File: src/rtl/reset_sequencer_pkg.sv
// Shared definitions for the reset sequencer: FSM state encodings, reset-cause codes, sizing helper.
package reset_sequencer_pkg;

  localparam int unsigned STATE_W = 3;
  localparam int unsigned CAUSE_W = 2;

  typedef enum logic [STATE_W-1:0] {
    ST_HOLD      = 3'd0,
    ST_WAIT_LOCK = 3'd1,
    ST_STRETCH   = 3'd2,
    ST_RELEASE   = 3'd3,
    ST_RUN       = 3'd4
  } seq_state_t;

  localparam logic [CAUSE_W-1:0] RST_CAUSE_POR  = 2'd0;
  localparam logic [CAUSE_W-1:0] RST_CAUSE_LOCK = 2'd1;
  localparam logic [CAUSE_W-1:0] RST_CAUSE_SW   = 2'd2;
  localparam logic [CAUSE_W-1:0] RST_CAUSE_WDT  = 2'd3;

  // Largest of three cycle counts; sizes the shared phase counter.
  function automatic int unsigned max3(input int unsigned a, input int unsigned b,
                                       input int unsigned c);
    int unsigned m;
    m = (a > b) ? a : b;
    return (m > c) ? m : c;
  endfunction

endpackage

File: src/rtl/reset_sequencer_bit_sync.sv
// Multi-flop synchroniser with asynchronous clear to a chosen value.
module bit_sync #(
  parameter int unsigned STAGES  = 2,
  parameter logic        CLR_VAL = 1'b0
) (
  input  logic clk,
  input  logic clr,
  input  logic d,
  output logic q
);

  logic [STAGES-1:0] chain;

  // Shift chain; clear forces every stage to CLR_VAL immediately.
  always_ff @(posedge clk or posedge clr) begin
    if (clr) chain <= {STAGES{CLR_VAL}};
    else     chain <= {chain[STAGES-2:0], d};
  end

  assign q = chain[STAGES-1];

endmodule

File: src/rtl/reset_sequencer.sv
// Reset/clock-qualification sequencer: synchronises rst and pll_locked, filters lock,
// stretches reset, then releases NUM_DOMAINS resets in staggered order.
// Optional watchdog re-sequencing is built when RST_SEQ_WDT_EN is defined.
module reset_sequencer
  import reset_sequencer_pkg::*;
#(
  parameter int unsigned NUM_DOMAINS    = 3,
  parameter int unsigned SYNC_STAGES    = 2,
  parameter int unsigned LOCK_FILTER    = 4,
  parameter int unsigned STRETCH_CYCLES = 16,
  parameter int unsigned STAGGER_CYCLES = 8,
  parameter int unsigned WDT_CYCLES     = 1024
) (
  input  logic                   clk,
  input  logic                   rst,
  input  logic                   pll_locked,
  input  logic                   sw_rst_req,
  input  logic                   wdt_kick,
  output logic [NUM_DOMAINS-1:0] domain_nrst,
  output logic                   all_ready,
  output logic [CAUSE_W-1:0]     rst_cause,
  output logic [STATE_W-1:0]     seq_state
);

  localparam int unsigned ND    = NUM_DOMAINS;
  localparam int unsigned CNT_W = $clog2(max3(LOCK_FILTER, STRETCH_CYCLES, STAGGER_CYCLES) + 1);
  localparam int unsigned IDX_W = $clog2(NUM_DOMAINS + 1);
  localparam int unsigned WDT_W = $clog2(WDT_CYCLES + 1);

  logic rst_s;
  logic locked_s;
  logic wdt_fire;

  seq_state_t       state, nxt_state;
  logic [CNT_W-1:0] cnt, nxt_cnt;
  logic [IDX_W-1:0] idx, nxt_idx;
  logic [ND-1:0]    nxt_nrst;
  logic             nxt_ready;
  logic [CAUSE_W-1:0] nxt_cause;

  bit_sync #(.STAGES(SYNC_STAGES), .CLR_VAL(1'b1)) u_rst_sync (
    .clk (clk),
    .clr (rst),
    .d   (1'b0),
    .q   (rst_s)
  );

  bit_sync #(.STAGES(SYNC_STAGES), .CLR_VAL(1'b0)) u_lock_sync (
    .clk (clk),
    .clr (rst),
    .d   (pll_locked),
    .q   (locked_s)
  );

`ifdef RST_SEQ_WDT_EN
  logic [WDT_W-1:0] wdt_cnt;

  assign wdt_fire = (state == ST_RUN) && !wdt_kick && (wdt_cnt == WDT_W'(WDT_CYCLES - 1));

  // Watchdog counts RUN cycles only; zero outside RUN so it starts fresh on entry.
  always_ff @(posedge clk or posedge rst) begin
    if (rst)                                          wdt_cnt <= '0;
    else if (state != ST_RUN || wdt_kick || wdt_fire) wdt_cnt <= '0;
    else                                              wdt_cnt <= wdt_cnt + WDT_W'(1);
  end
`else
  logic [WDT_W-1:0] unused_wdt_cfg;
  logic             unused_wdt_kick;

  assign wdt_fire        = 1'b0;
  assign unused_wdt_cfg  = WDT_W'(WDT_CYCLES);
  assign unused_wdt_kick = wdt_kick;
`endif

  // Next-state and registered-output logic; lock loss outranks watchdog, which outranks software.
  always_comb begin
    nxt_state = state;
    nxt_cnt   = cnt;
    nxt_idx   = idx;
    nxt_nrst  = domain_nrst;
    nxt_ready = all_ready;
    nxt_cause = rst_cause;

    if ((state inside {ST_STRETCH, ST_RELEASE, ST_RUN}) && !locked_s) begin
      nxt_state = ST_WAIT_LOCK;
      nxt_cnt   = '0;
      nxt_idx   = '0;
      nxt_nrst  = '0;
      nxt_ready = 1'b0;
      nxt_cause = RST_CAUSE_LOCK;
    end else if (state == ST_RUN && (wdt_fire || sw_rst_req)) begin
      nxt_state = ST_STRETCH;
      nxt_cnt   = '0;
      nxt_idx   = '0;
      nxt_nrst  = '0;
      nxt_ready = 1'b0;
      nxt_cause = wdt_fire ? RST_CAUSE_WDT : RST_CAUSE_SW;
    end else begin
      unique case (state)
        // HOLD samples the lock filter on the first cycle the synced reset is gone.
        ST_HOLD, ST_WAIT_LOCK: begin
          if (!rst_s) begin
            nxt_state = ST_WAIT_LOCK;
            if (!locked_s) begin
              nxt_cnt = '0;
            end else if (cnt == CNT_W'(LOCK_FILTER - 1)) begin
              nxt_state = ST_STRETCH;
              nxt_cnt   = '0;
            end else begin
              nxt_cnt = cnt + CNT_W'(1);
            end
          end
        end
        ST_STRETCH: begin
          if (cnt == CNT_W'(STRETCH_CYCLES - 1)) begin
            nxt_cnt  = '0;
            nxt_nrst = ND'(1);
            if (ND == 1) begin
              nxt_state = ST_RUN;
              nxt_ready = 1'b1;
            end else begin
              nxt_state = ST_RELEASE;
              nxt_idx   = IDX_W'(1);
            end
          end else begin
            nxt_cnt = cnt + CNT_W'(1);
          end
        end
        ST_RELEASE: begin
          if (cnt == CNT_W'(STAGGER_CYCLES - 1)) begin
            nxt_cnt  = '0;
            nxt_nrst = domain_nrst | (ND'(1) << idx);
            nxt_idx  = idx + IDX_W'(1);
            if (idx == IDX_W'(ND - 1)) begin
              nxt_state = ST_RUN;
              nxt_ready = 1'b1;
            end
          end else begin
            nxt_cnt = cnt + CNT_W'(1);
          end
        end
        ST_RUN: begin
          nxt_ready = 1'b1;
        end
        default: begin
          nxt_state = ST_HOLD;
          nxt_cnt   = '0;
          nxt_idx   = '0;
          nxt_nrst  = '0;
          nxt_ready = 1'b0;
        end
      endcase
    end
  end

  // State and output registers; rst clears everything asynchronously.
  always_ff @(posedge clk or posedge rst) begin
    if (rst) begin
      state       <= ST_HOLD;
      cnt         <= '0;
      idx         <= '0;
      domain_nrst <= '0;
      all_ready   <= 1'b0;
      rst_cause   <= RST_CAUSE_POR;
    end else begin
      state       <= nxt_state;
      cnt         <= nxt_cnt;
      idx         <= nxt_idx;
      domain_nrst <= nxt_nrst;
      all_ready   <= nxt_ready;
      rst_cause   <= nxt_cause;
    end
  end

  assign seq_state = state;

endmodule

File: config.mk
export PLATFORM = sky130hd
export DESIGN_NAME = reset_sequencer
export DESIGN_NICKNAME = d
export VERILOG_FILES = /design/src/rtl/reset_sequencer_pkg.sv /design/src/rtl/reset_sequencer_bit_sync.sv /design/src/rtl/reset_sequencer.sv
export SDC_FILE = /design/constraint.sdc
export NUM_CORES = 1
export LEC_CHECK = 0
export ABC_CLOCK_PERIOD_IN_PS = 1900
export CAP_MARGIN = 15
export CORE_MARGIN = 8
export CORE_UTILIZATION = 27
export DETAILED_ROUTE_END_ITERATION = 8
export HOLD_SLACK_MARGIN = 0.1
export PLACE_DENSITY = 0.49
export SYNTH_ARGS = -nofsm -noshare
export SYNTH_HDL_FRONTEND = slang
export SYNTH_HIERARCHICAL = 1
export SYNTH_SLANG_ARGS = --single-unit
File: constraint.sdc
create_clock -name clk -period 1.9 [get_ports clk]
set_clock_uncertainty 0.05 [all_clocks]
set_input_delay 0.19 -clock clk [delete_from_list [all_inputs] [get_ports clk]]
set_output_delay 0.19 -clock clk [all_outputs]
set_load 0.02 [all_outputs]
==> results of run 1 <==
[critical path, stage by stage, from the launching register on]
cell	delay, ns
dfrtp_1	0.36
ha_1	0.19
nand3_2	0.10
inv_1	0.07
ha_2	0.19
nor2_2	0.05
a211oi_4	0.24
o21ai_2	0.12
mux2_1	0.32
[kinds of logic (layout without fill, tap and decap cells)]
group	count (synthesis)	in the layout
compound gates	39	39
fa+ha+maj	6	6
buf+inv	20	48
flops	20	20
mux	3	3
other cells	1	1
simple gates	38	38
[synthesized netlist by cell type, types with 2 or more instances]
library cell	count
a21oi_1	8
a221oi_1	2
a31oi_1	5
a32o_1	2
buf_4	3
dfrtp_1	18
dfstp_2	2
ha_1	6
inv_1	15
nand2_1	2
nand2b_1	3
nand3_1	2
nand3b_1	2
nand4_1	2
nor2_1	11
nor2b_1	3
nor3_1	3
o21ai_0	8
o22ai_1	3
[layout make-up]
cell class / count / area (um2)
Sequential cell: 20 / 504
Clock buffer: 4 / 45.0
Timing Repair Buffer: 29 / 250
Multi-Input combinational cell: 87 / 648
Tap cell: 52 / 65.1
Inverter: 15 / 56.3
Fill cell: 439 / 2820
[worst paths after layout]
| kind | endpoint | cells past startpoint |
|---|---|---|
| setup / recovery | idx[0]$_DFFE_PP0P_ | 8 |
| hold reg to reg | u_lock_sync/chain[1]$_DFF_PP0_ | 0 |
| setup reg to reg | idx[0]$_DFFE_PP0P_ | 8 |
| hold / removal | u_lock_sync/chain[1]$_DFF_PP0_ | 0 |
| min in group asynchronous | u_lock_sync/chain[0]$_DFF_PP0_ | 3 |
| max in group asynchronous | seq_state[2]$_DFFE_PP0P_ | 4 |
[stage by stage]
step / std cells / hold WS, ns / utilization, % / worst slack, ns
global route: 207 / 0.314 / 35.8 / -0.00548
global placement: 201 / 0.283 / 34.1 / 0.0480
CTS: 206 / 0.303 / 35.4 / 0.0153
floorplan: 127 / -0.119 / - / 0.00535
detailed placement: 201 / 0.286 / 34.1 / 0.0393
finish: 207 / 0.301 / 35.8 / 0.104
[timing repair]
| item | in CTS | in global routing |
|---|---|---|
| setup buffers | 0 | 1 |
| endpoints found under the hold margin | 2 | 0 |
| setup endpoints to repair | 0 | 8 |
| gates resized for setup | 0 | 4 |
| hold buffers | 1 | 0 |
[flip-flops by register name, indices dropped and copies added (netlist names)]
signal             cells
cnt                    5
domain_nrst            3
seq_state              3
idx                    2
rst_cause              2
u_lock_sync/chain      2
u_rst_sync/chain       2
all_ready              1
[metal layers]
metal  track usage [%]  vias to the layer above  share of wire [%]
met5                 0                        -                  0
met4              4.71                        0                2.2
met3              1.95                        5                3.3
met2              13.9                       21                 47
met1              10.8                      521                 47
li1                  -                      517                  -
[power groups by stage]
stage | sequential, W | clock, W | combinational, W
detailed placement | 0.000510 | 0 | 0.000263
floorplan | 0.000535 | 0 | 0.000115
global placement | 0.000507 | 0 | 0.000261
global route | 0.000510 | 0.000329 | 0.000293
finish | 0.000503 | 0.000300 | 0.000267
CTS | 0.000502 | 0.000314 | 0.000266
==> metrics.csv, run 1 <==
stage,metric,value,unit
synth,Synth area leader,dfrtp_1,
worst_setup_path,r2r startpoint,cnt[0]$_DFFE_PP0P_,
worst_setup_path,Critical Path Start,cnt[0]$_DFFE_PP0P_,
power,Clk pwr share,28.0,%
clocking,CTS tree,yes,
synth,sequential cell area fraction in the yosys report,40.9,%
routing,mean number of vias per cell,5.14,
clocking,Root Driver,clkbuf_8,
synth,synth warn,6,
routing,drt initial violations,75,
placement,placed cell area,0.00150,mm2
global_route,gr usage total,8.81,%
clocking,worst skew pair latency,0.27,ns
synth,Synth Area in Compound Gates,22.8,%
clocking,maximum clock path buffer count,2,
synth,Adder-Cell Fraction of Synth Area,6.11,%
timing,final hold violation count,0,
timing,Tmin final,1.80,ns
routing,drt wl/cell,14.5,um
power,IR Drop Worst-Case VDD,320,uV
layout,layout cells sized above 1,21.3,%
placement,I/O Buffers,12,
power,share of total power in combinational logic,25.0,%
synth,mux share of post-synthesis cell area,2.65,%
floorplanning,Ports,14,
clocking,"CTS clk-pin slew, worst paths",0.08,ns
floorplanning,Die Footprint,0.00697,mm2
worst_setup_path,Worst EP required,2.01,ns
synth,Async SR Flop Fraction,100,%
layout,final net count,167,
synth,Yosys cell types,46,
synth,Cells after Synth,127,
routing,Residual DRC,0,
worst_setup_path,Crit. End Element,register,
worst_setup_path,critical path data arrival time,1.90,ns
timing,Fin Setup TNS,0,ns
placement,GP Congestion,0.842,
layout,"commonest cells after routing, fill and taps aside","17 x dfrtp_1, 16 x buf_4, 15 x inv_1",
clocking,Num CTS Buffers,3,
synth,"Primary FF master, synth",dfrtp_1,
global_route,initial antenna violation count,0,
timing,final setup vio count,0,
synth,Post-synth EDFFs,0,
floorplanning,Die Y,83.5,um
timing,Final Max Slew Viols,0,
synth,Synth Area in Simple Gates,20.1,%
power,Pwr Density,682,mW/mm2
layout,"most common cell after layout, fill and taps aside",dfrtp_1,
global_route,GR Overflow Total,0,
floorplanning,Rows,24,
floorplanning,core area,0.00438,mm2
flow_run,max_cap viols,0,
power,"Power, Total",0.00107,W
worst_setup_path,flop-to-flop setup slack,0.10,ns
global_route,largest net degree at the start of global routing,18,
floorplanning,Chip Width,83.5,um
worst_setup_path,CP max FO,3,
synth,post-synth top area share,36.7,%
synth,Post-Synth XOR/XNOR Area,0,%
synth,cell area after synthesis,0.00123,mm2
routing,ANT nets after route,0,
timing,crit share post-route,94.5,%
synth,largest family of logic cells by synthesized area,compound AO/OA/AOI/OAI gates,
floorplanning,Initial Utilization,28.0,%
clocking,Max H-tree Level,1,
routing,final WL,3010,um
min_path,Min-Delay Startpoint,u_lock_sync/chain[0]$_DFF_PP0_,
power,sw frac,29.9,%
power,internal power,0.000750,W
layout,Layout area overhead,27.7,%
worst_setup_path,Crit Path Category,register to register,
global_route,global-route wire length before repair,5090,um
synth,"Net Count, Synth",138,
layout,post-route cell area,0.00157,mm2
clocking,clock sink total,20,
global_route,vias in the first global route,1067,
synth,Synth area leaders,"dfrtp_1 37%, ha_1 6.1%, inv_1 4.6%",
power,P_sw,0.000320,W
layout,ant diodes,0,
routing,Pre-antenna DRT Iters,4,
routing,vias,1064,
power,Seq pwr share,47.0,%
synth,"flops & latches, synth",20,
min_path,worst hold path class,register to register,
status,status,completed,
worst_setup_path,startpoint types,register,
timing,Max Fclk,557,MHz
power,Leak Pwr,0.659,nW
placement,Detail Placement HPWL,2230,um
synth,syn avg cell area,9.67,um2
(Power assumes the default switching activity.)
==> inputs of run 2 (changes only) <==
--- a/config.mk
+++ b/config.mk
@@ -12,6 +12,7 @@
 export DETAILED_ROUTE_END_ITERATION = 8
 export HOLD_SLACK_MARGIN = 0.1
 export PLACE_DENSITY = 0.49
+export RECOVER_POWER = 25
 export SYNTH_ARGS = -nofsm -noshare
 export SYNTH_HDL_FRONTEND = slang
 export SYNTH_HIERARCHICAL = 1
==> metrics.csv, run 2 (same netlist as run 1, synthesis figures left out) <==
stage,metric,value,unit,change
floorplanning,Ports,14,,unchanged
power,Pwr Density,682,mW/mm2,about the same
layout,"Core Util, Final",35.7,%,-0.057 points
floorplanning,Initial Utilization,28.0,%,unchanged
timing,Tmin final,1.80,ns,unchanged
layout,Layout area overhead,27.5,%,
routing,mean number of vias per cell,5.14,,unchanged
layout,layout filler cell count,440,,+0.23%
global_route,largest net degree at the start of global routing,18,,unchanged
timing,Final Max Slew Viols,0,,unchanged
layout,Reg area,504,um2,unchanged
timing,Max Fclk,557,MHz,unchanged
global_route,gr usage total,8.81,%,unchanged
floorplanning,Die Footprint,0.00697,mm2,unchanged
flow_run,max_cap viols,0,,unchanged
clocking,Max H-tree Level,1,,unchanged
layout,"most common cell after layout, fill and taps aside",dfrtp_1,,
layout,Top reg by flops,cnt,,
power,Leak Pwr,0.659,nW,about the same
layout,layout cells sized above 1,21.3,%,unchanged
worst_setup_path,Crit. End Element,register,,
floorplanning,Chip Width,83.5,um,unchanged
timing,final hold violation count,0,,unchanged
global_route,vias in the first global route,1067,,unchanged
placement,Detail Placement HPWL,2230,um,unchanged
floorplanning,Die Y,83.5,um,unchanged
clocking,CTS tree,yes,,
layout,"commonest cells after routing, fill and taps aside","17 x dfrtp_1, 15 x inv_1, 15 x buf_4",,
clocking,Num CTS Buffers,3,,unchanged
clocking,maximum clock path buffer count,2,,unchanged
worst_setup_path,Crit Path Category,register to register,,
layout,area of the multi-input gates,648,um2,unchanged
global_route,GR Overflow Total,0,,unchanged
layout,final net count,167,,unchanged
routing,final WL,3010,um,about the same
clocking,"CTS clk-pin slew, worst paths",0.08,ns,about the same
global_route,global-route wire length before repair,5090,um,unchanged
worst_setup_path,Worst EP required,2.01,ns,about the same
routing,drt wl/cell,14.5,um,about the same
worst_setup_path,startpoint types,register,,
worst_setup_path,CP max FO,3,,unchanged
power,IR Drop Worst-Case VDD,318,uV,-0.69%
routing,Pre-antenna DRT Iters,4,,unchanged
timing,final setup vio count,0,,unchanged
floorplanning,core area,0.00438,mm2,unchanged
timing,crit share post-route,94.5,%,unchanged
status,status,completed,,
layout,ant diodes,0,,unchanged
layout,max FFs per register,5,,unchanged
placement,I/O Buffers,12,,unchanged
min_path,worst hold path class,register to register,,
clocking,Root Driver,clkbuf_8,,
global_route,initial antenna violation count,0,,unchanged
floorplanning,Rows,24,,unchanged
routing,Residual DRC,0,,unchanged
placement,GP Congestion,0.842,,unchanged
routing,ANT nets after route,0,,unchanged
clocking,clock sink total,20,,unchanged
worst_setup_path,critical path data arrival time,1.90,ns,about the same
routing,vias,1064,,unchanged
routing,drt initial violations,75,,unchanged
timing,Min Hold Slack,0.301,ns,unchanged
clocking,worst skew pair latency,0.27,ns,about the same
[run 2: cell count changes in the layout (fill, tap and decap cells not counted), sizes merged]
cell and change:
buf -1, clkbuf +1, clkdlybuf4s50 -2, dlygate4sd3 +2
[run 2: area by class of cell]
| cell class | count | share of cell area [%] |
|---|---|---|
| inverters | 15 | 3.59 |
| multi-input cells | 87 | 41.4 |
| flip-flops and latches | 20 | 32.2 |
| clock buffers | 4 | 2.88 |
| repair buffers | 29 | 15.8 |
| well taps | 52 | 4.15 |
[run 2: critical path, cell delays in order, from the launching register on]
cell,delay [ns]
dfrtp_1,0.36
ha_1,0.19
nand3_2,0.10
inv_1,0.07
ha_2,0.19
nor2_2,0.05
a211oi_4,0.24
o21ai_2,0.12
mux2_1,0.32
[run 2: path summary, 6_finish.rpt]
kind                                           startpoint                              to  slack [ns]  depth (start not counted)
setup / recovery                       cnt[0]$_DFFE_PP0P_              idx[0]$_DFFE_PP0P_        0.10                          8
hold / removal             u_lock_sync/chain[0]$_DFF_PP0_  u_lock_sync/chain[1]$_DFF_PP0_        0.30                          0
setup reg to reg                       cnt[0]$_DFFE_PP0P_              idx[0]$_DFFE_PP0P_        0.10                          8
hold reg to reg            u_lock_sync/chain[0]$_DFF_PP0_  u_lock_sync/chain[1]$_DFF_PP0_        0.30                          0
max in group asynchronous                             rst        seq_state[2]$_DFFE_PP0P_        0.46                          4
min in group asynchronous                             rst  u_lock_sync/chain[0]$_DFF_PP0_        0.75                          3
[run 2: repair_timing]
| action | CTS | global route |
|---|---|---|
| endpoints found under the hold margin | 2 | 0 |
| setup endpoints to repair | 0 | 8 |
| resized for setup | 0 | 4 |
| setup buffers | 0 | 1 |
| hold buffers | 1 | 0 |
[run 2: routing by layer]
layer | vias up | GRT usage [%] | wire, um
li1 | 517 | - | -
met1 | 521 | 10.8 | 1420
met2 | 21 | 13.9 | 1420
met3 | 5 | 1.95 | 98
met4 | 0 | 4.71 | 65
met5 | - | 0 | 0
[run 2: through the flow]
step           setup TNS [ns]  total power [W]  instance area [um2]  worst slack, ns  cells
6_report                    0          0.00107                 1570            0.104    207
5_1_grt              -0.00548          0.00113                 1570         -0.00548    207
4_1_cts                     0          0.00108                 1550           0.0153    206
3_5_place_dp                0         0.000774                 1500           0.0393    201
3_3_place_gp                0         0.000768                 1500           0.0480    201
2_1_floorplan               0         0.000650                 1230          0.00535    127
[run 2: report_power, final]
part           switching (W)  internal (W)  total (W)
logic               0.000135      0.000131   0.000266
clock network       0.000150      0.000150   0.000300
registers          0.0000346      0.000469   0.000503
total               0.000320      0.000749    0.00107
==> inputs of run 3 (changes only) <==
--- a/config.mk
+++ b/config.mk
@@ -17,3 +17,4 @@
 export SYNTH_HDL_FRONTEND = slang
 export SYNTH_HIERARCHICAL = 1
 export SYNTH_SLANG_ARGS = --single-unit
+export TNS_END_PERCENT = 30
==> results of run 3 <==
Same layout as run 2: the final DEF is identical, and so are final timing and power.
